--- src/rtl/fpu_fir_seq_pkg.sv ---
// Shared FPU types (float16, FPU_opcode) and the FIR sequencer state enum.
// FPU_FIR_ZERO_EN adds helpers that treat 0x0000 as an exact zero around the FPU.
package fpu_fir_seq_pkg;

  typedef struct packed {
    logic       sign;
    logic [4:0] exp;
    logic [9:0] mantis;
  } float16;

  typedef enum logic {
    ADD  = 1'b0,
    MULT = 1'b1
  } FPU_opcode;

  typedef enum logic [1:0] {
    ST_IDLE = 2'd0,
    ST_MUL  = 2'd1,
    ST_ADD  = 2'd2,
    ST_DONE = 2'd3
  } fir_state_t;

  localparam float16 F16_ZERO = 16'h0000;

`ifdef FPU_FIR_ZERO_EN
  // The FPU has no zero encoding, so exact zeros are resolved here instead.
  function automatic float16 zero_mul(input float16 a, input float16 b, input float16 r);
    if ((a == F16_ZERO) || (b == F16_ZERO)) return F16_ZERO;
    else return r;
  endfunction

  function automatic float16 zero_add(input float16 a, input float16 b, input float16 r);
    if (a == F16_ZERO) return b;
    else if (b == F16_ZERO) return a;
    else return r;
  endfunction
`endif

endpackage

--- src/rtl/fpu_fir_seq_coef.sv ---
// fpu_coef_bank: N_TAPS float16 coefficient registers, one write port and one
// combinational read port; out-of-range writes are dropped.
module fpu_coef_bank
  import fpu_fir_seq_pkg::*;
#(
  parameter int N_TAPS = 8,
  localparam int AW = $clog2(N_TAPS)
) (
  input  logic          clk,
  input  logic          rst,
  input  logic          we,
  input  logic [AW-1:0] waddr,
  input  float16        wdata,
  input  logic [AW-1:0] raddr,
  output float16        rdata
);

  float16 coef [N_TAPS];

  // Coefficient storage with range-checked write.
  always_ff @(posedge clk or posedge rst) begin
    if (rst) begin
      for (int i = 0; i < N_TAPS; i++) coef[i] <= F16_ZERO;
    end else if (we && (int'(waddr) < N_TAPS)) begin
      coef[waddr] <= wdata;
    end
  end

  assign rdata = coef[raddr];

endmodule

--- src/rtl/fpu_fir_seq.sv ---
// fpu_fir_seq: time-multiplexes a combinational float16 FPU into an N-tap FIR,
// one MULT or ADD per cycle. Optional exact-zero handling: FPU_FIR_ZERO_EN.
module fpu_fir_seq
  import fpu_fir_seq_pkg::*;
#(
  parameter int N_TAPS = 8,
  localparam int AW = $clog2(N_TAPS)
) (
  input  logic          clk,
  input  logic          rst,
  input  logic          in_valid,
  output logic          in_ready,
  input  float16        in_sample,
  input  logic          coef_we,
  input  logic [AW-1:0] coef_addr,
  input  float16        coef_data,
  output float16        fpu_a,
  output float16        fpu_b,
  output FPU_opcode     fpu_op,
  input  float16        fpu_result,
  output logic          out_valid,
  input  logic          out_ready,
  output float16        out_data
);

  localparam logic [AW-1:0] K_LAST = AW'(N_TAPS - 1);

  fir_state_t    state;
  logic [AW-1:0] k;
  float16        acc;
  float16        prod;
  float16        x [N_TAPS];
  float16        coef_k;
  float16        mul_cap;
  float16        add_cap;

  fpu_coef_bank #(.N_TAPS(N_TAPS)) u_coef (
    .clk   (clk),
    .rst   (rst),
    .we    (coef_we),
    .waddr (coef_addr),
    .wdata (coef_data),
    .raddr (k),
    .rdata (coef_k)
  );

`ifdef FPU_FIR_ZERO_EN
  assign mul_cap = zero_mul(fpu_a, fpu_b, fpu_result);
  assign add_cap = zero_add(fpu_a, fpu_b, fpu_result);
`else
  assign mul_cap = fpu_result;
  assign add_cap = fpu_result;
`endif

  // FPU operand steering; idle states park the bus at 0, 0, ADD.
  always_comb begin
    fpu_a  = F16_ZERO;
    fpu_b  = F16_ZERO;
    fpu_op = ADD;
    case (state)
      ST_MUL: begin
        fpu_a  = coef_k;
        fpu_b  = x[k];
        fpu_op = MULT;
      end
      ST_ADD: begin
        fpu_a  = acc;
        fpu_b  = prod;
        fpu_op = ADD;
      end
      default: begin
        fpu_a  = F16_ZERO;
        fpu_b  = F16_ZERO;
        fpu_op = ADD;
      end
    endcase
  end

  // Sequencer: tap 0's product seeds acc directly, so no zero seed is ever added.
  always_ff @(posedge clk or posedge rst) begin
    if (rst) begin
      state <= ST_IDLE;
      k     <= '0;
      acc   <= F16_ZERO;
      prod  <= F16_ZERO;
      for (int i = 0; i < N_TAPS; i++) x[i] <= F16_ZERO;
    end else begin
      case (state)
        ST_IDLE: begin
          if (in_valid) begin
            x[0] <= in_sample;
            for (int i = 1; i < N_TAPS; i++) x[i] <= x[i-1];
            k     <= '0;
            state <= ST_MUL;
          end
        end
        ST_MUL: begin
          if (k == '0) begin
            acc <= mul_cap;
            k   <= AW'(1);
          end else begin
            prod  <= mul_cap;
            state <= ST_ADD;
          end
        end
        ST_ADD: begin
          acc <= add_cap;
          if (k == K_LAST) begin
            state <= ST_DONE;
          end else begin
            k     <= k + AW'(1);
            state <= ST_MUL;
          end
        end
        ST_DONE: begin
          if (out_ready) state <= ST_IDLE;
        end
        default: state <= ST_IDLE;
      endcase
    end
  end

  assign in_ready  = (state == ST_IDLE);
  assign out_valid = (state == ST_DONE);
  assign out_data  = acc;

endmodule

--- config.mk ---
export PLATFORM = sky130hd
export DESIGN_NAME = fpu_fir_seq
export DESIGN_NICKNAME = d
export VERILOG_FILES = /design/src/rtl/fpu_fir_seq_pkg.sv /design/src/rtl/fpu_fir_seq_coef.sv /design/src/rtl/fpu_fir_seq.sv
export SDC_FILE = /design/constraint.sdc
export NUM_CORES = 1
export LEC_CHECK = 0
export ABC_AREA = 1
export ABC_CLOCK_PERIOD_IN_PS = 5400
export CORE_AREA = 2 2 168 170
export CTS_CLUSTER_DIAMETER = 150
export DETAILED_ROUTE_END_ITERATION = 6
export DIE_AREA = 0 0 170 172
export MAX_ROUTING_LAYER = met4
export PLACE_DENSITY = 0.86
export REMOVE_ABC_BUFFERS = 1
export SETUP_SLACK_MARGIN = 0.15
export SLEW_MARGIN = 20
export SYNTH_ARGS = -nofsm -noshare
export SYNTH_HDL_FRONTEND = slang
export SYNTH_HIERARCHICAL = 1
export SYNTH_SLANG_ARGS = --single-unit
--- constraint.sdc ---
create_clock -name clk -period 5.4 [get_ports clk]
set_input_delay 1.35 -clock clk [delete_from_list [all_inputs] [get_ports clk]]
set_output_delay 1.35 -clock clk [all_outputs]
set_load 0.01 [all_outputs]
* Word-level counts from Yosys, hierarchy flattened
Cells that the tools add are included.
Storage, ports and cells: output and inout bits 51, word-level logic and storage cells 105, input bits 56, flip-flop bits (word level) 293
Operators by class: multiplexer cells 23, order comparisons 3, equal/unequal tests 9, reduce and logical (&&, ||, !) cells 10, bitwise gates (word level) 3, add/sub/neg operators 1
Operators with widths (count):
- 128-bit bitwise mux | 1
- 16-bit binary-select mux with 3-bit select | 2
- 16-bit 2-to-1 mux | 6
- 16-bit case mux with 2 select lines | 3
- 16-bit demux with 3-bit select | 1
- 3-bit 2-to-1 mux | 3
- 3-bit case mux with 3 select lines | 1
- 4-bit >= comparator (second input constant) | 2
- 2-bit 2-to-1 mux | 4
- 2-bit != test (second input constant) | 4
- 3-bit NOT with 4-bit output | 2
- 2-bit case mux with 4 select lines | 1
- 2-bit AND reduction | 3
- 2-bit == test (second input constant) | 2
- 4-bit by 1-bit < comparator with 1-bit output (second input constant) | 1
- 4-bit AND reduction | 1
- 3-bit by 1-bit adder with 3-bit output (second input constant) | 1
- 3-bit == test (second input constant) | 1
- 3-bit logical NOT | 1
- 3-bit AND reduction | 1
- 3-bit nonzero test | 1
- 2-bit by 1-bit == test with 1-bit output (second input constant) | 1
- 2-bit logical NOT | 1
- 2-bit by 1-bit != test with 1-bit output (second input constant) | 1
- 4 further kinds | 4

* Logic depth before layout (Yosys ltp)
depth in word-level cells 6, depth in mapped cells 11

* By module
The synthesis kept the hierarchy.
Modules (own cells, without submodules):
- fpu_fir_seq | cells an instance 1061, area each 8127.8 µm², instances 1
- fpu_coef_bank | cells an instance 868, area each 6284.8 µm², instances 1

* Worst setup path after synthesis
No wires, ideal clock.
path kind register to output, from register state[0], to output fpu_b[0] (netlist name), cell stages (with the launch flop) 8, buffers on the path 1, path slack 2547 ps, arrival 1503 ps, required time 4050 ps, cell sequence dfrtp_1 inv_1 ha_1 nand2_1 clkinv_1 buf_2 nand2_1 nand2_1
RTL lines:
- start: declaration | line fpu_fir_seq.sv:28 | fir_state_t state;
- start signal: assignment | line fpu_fir_seq.sv:82 | state <= ST_IDLE;
- start signal: assignment | line fpu_fir_seq.sv:94 | state <= ST_MUL;
- start signal: assignment | line fpu_fir_seq.sv:103 | state <= ST_ADD;
- end: declaration | line fpu_fir_seq.sv:18 | output float16 fpu_b,

==> impl_metrics.toml <==
[die]
die_w_um = 170
rows = 61
core-area_um2 = 27480
die_h_um = 172
die_area_um2 = 29240
ioPinCount = 107
start_util_pct = 52.45

[global_routing]
grt_pass1_vias = 12220
grt_max_degree = 150
grt_use_total_pct = 25.44
grt_first_pass_wirelength_um = 59200
grt-ovfl-total = 0
antenna_found_initial = 1

[sta]
finClkSkew_ns = 0.03001
timing.final.crit_share_pct = 87.73
fin_crit_ns = 4.738
maxSlewHeadroom_pct = 27.77
rsz0062_at_grt = "no"
maxSlewViolCount = 0
hold_violations = 0
setup_viol = 0
tightest_slew_ns = 1.081
fmax_ghz = 0.2111

[critical_path]
max_stage_delay_ns = 0.92
crit_top_cell = "nand3_1"
r2r_end = "out_data[3]$_DFFE_PP0P_"
crit_arrival_ns = 3.39
crit_type = "flop to output pin"
cp.required_ns = 4.05
start_kind = "flop"
worstPathCellList = "inv_2, buf_4, nand2_1, nand3_1, nand3_1, nand3_1, nand2_1, clkdlybuf4s50_1"
cp-end-kind = "output pin"
critPathSlowestCell = "dfrtp_4"
cp_max_fo = 67
r2r-start = "k[0]$_DFFE_PP0P_"
worst-r2r-setup-slack_ns = 1.98
reg2reg_depth = 9

[routing]
drt-initial-drc-count = 1359
drt_first_pass_iters = 5
wl_per_cell_um = 15.25
vias = 12370
viasPerCell = 5.285
finalWirelength_um = 35680
drc_errors = 0
final_antenna_net_count = 0

[synthesis]
synth_seq_area_share_pct = 50.87
syn_inst = 1929
yosys.area_share.adder_pct = 0.7813
synth_seq_cells = 293
netlist_area_um2 = 14410
synth_xor_area_share_pct = 0
synth_compound_area_share_pct = 10.66
synthSimpleGateAreaFrac_pct = 25.76
yosys_warnings = 6
synth_mux_area_share_pct = 0
syn-mean-instance-area_um2 = 7.472
synth_top_family_by_area = "simple AND/OR/NAND/NOR gates"
yosysUniqueCellTypes = 26

[power_and_ir_drop]
p_per_area_nw_per_um2 = 520.1
power_w = 0.008581
ir_drop_v = 0.0002851
p_leak_nw = 8.460

[clock_tree]
clkSinkCount = 293
numCtsBuffers = 29
cts_max_level = 1
cts_tree = "yes"
clk_path_buf_depth = 3
insertion_delay_ns = 0.56
postCtsSetupRepairBufs = 0
clk_pin_slew_worst_paths_ns = 0.06
cts_root_buffer = "clkbuf_16"

[place]
port_buffers = 106
dpl.hpwl_um = 22050
routabilityCongestion = 0.8123

[min_path]
hp-start = "prod[0]$_DFFE_PP0P_"
hp-class = "flop to flop"
hold_path_end = "prod[0]$_DFFE_PP0P_"
hold_path_depth = 2

[layout]
final_nets = 2038
drive_gt1_share_pct = 4.867
utilization_pct = 60.04
syn2layout_area_growth_pct = 14.46

[run]
maxCapViolCount = 0

[outcome]
status = "completed"
[synthesized netlist by cell type (all sizes together)]
| master | instances | area [um^2] |
|---|---|---|
| a21oi | 17 | 85.08 |
| buf | 78 | 431.7 |
| clkbuf | 31 | 117.6 |
| clkinv | 1 | 3.750 |
| dfrtp | 293 | 7332 |
| ha | 9 | 112.6 |
| inv | 308 | 1166 |
| nand2 | 710 | 2689 |
| nand3 | 179 | 895.9 |
| nand4 | 1 | 6.260 |
| nor2 | 23 | 105.1 |
| nor3 | 1 | 16.27 |
| o21ai | 278 | 1451 |
[cell families (layout without fill, tap and decap cells)]
kind of cell	after synthesis	in the layout
and+or+nand+nor	914	914
buffers and inverters	418	482
AOI/OAI and AO/OA	295	295
DFF	293	293
adders and majority gates	9	9
other	0	1
[placed cells by master, fill, tap and decap left out, types with 3 or more instances in the layout]
cell type	Yosys	routed
nand3_1	179	179
nor2_1	21	21
nand2_1	708	703
o21ai_0	216	216
dfrtp_1	293	291
buf_4	7	13
clkbuf_8	0	8
clkinv_2	0	5
inv_1	302	300
inv_2	4	3
clkbuf_16	0	29
nand2_2	0	4
a21oi_1	17	17
o21ai_2	16	16
clkbuf_1	30	6
inv_6	2	4
ha_1	9	9
o21ai_1	46	46
clkdlybuf4s50_1	0	106
[area by class of cell]
class / instances / area, um^2
Clock inverter: 8 / 93.84
Tap cell: 346 / 432.9
Timing Repair Buffer: 122 / 1214
Clock buffer: 43 / 858.3
Inverter: 309 / 1180
Antenna cell: 1 / 2.502
Fill cell: 2297 / 10980
Multi-Input combinational cell: 1218 / 5379
Sequential cell: 293 / 7337
[critical path, delay by kind of cell (launching register included)]
family,cells,cell delay (ns)
buffers and inverters,3,1.30
DFF,1,0.92
and+or+nand+nor,5,0.56
[registers in the layout (all words and copies together) (netlist names)]
signal       cells
u_coef/coef    128
k                3
x              128
state            2
out_data        16
prod            16
[metal layers]
metal,vias to the layer above,track usage [%],part of all wire (%)
li1,5997,-,-
met1,5846,32.42,42
met2,422,41.86,49
met3,102,3.342,5.5
met4,0,9.810,3.3
met5,-,-,0
[power by group]
part | total (W) | internal, W | switching, W
Sequential | 0.00338 | 0.00294 | 0.000442
Clock | 0.00202 | 0.00119 | 0.000839
Combinational | 0.00317 | 0.00119 | 0.00199
Total | 0.00858 | 0.00531 | 0.00327
[worst max path at each step]
| stage | startpoint | to | slack [ns] | depth (start not counted) |
|---|---|---|---|---|
| 4_1_cts | k[0]$_DFFE_PP0P_ | fpu_a[1] | 0.51 | 9 |
| 2_1_floorplan | rst | k[0]$_DFFE_PP0P_ | -0.41 | 1 |
| 3_5_place_dp | k[0]$_DFFE_PP0P_ | fpu_a[13] | 1.16 | 9 |
| 5_1_grt | k[0]$_DFFE_PP0P_ | fpu_a[1] | 0.42 | 9 |
| 3_3_place_gp | k[0]$_DFFE_PP0P_ | fpu_a[13] | 1.18 | 9 |
| 6_report | k[0]$_DFFE_PP0P_ | fpu_b[10] | 0.66 | 8 |
[through the flow]
step	area (um^2)	std cells	worst slack (ns)	hold WS, ns	setup TNS [ns]
4_1_cts	16470	2338	0.5132	0.4824	0
3_5_place_dp	15520	2287	1.161	0.4656	0
5_1_grt	16500	2340	0.4156	0.5063	0
6_report	16500	2340	0.6624	0.4801	0
3_3_place_gp	15510	2287	1.183	0.4619	0
2_1_floorplan	13860	1820	-0.4117	0.4492	-67.93
[timing repair]
item	in CTS	in global routing
resized for setup	0	2
hold buffers	0	0
setup endpoints to repair	0	1
(Power assumes the default switching activity.)
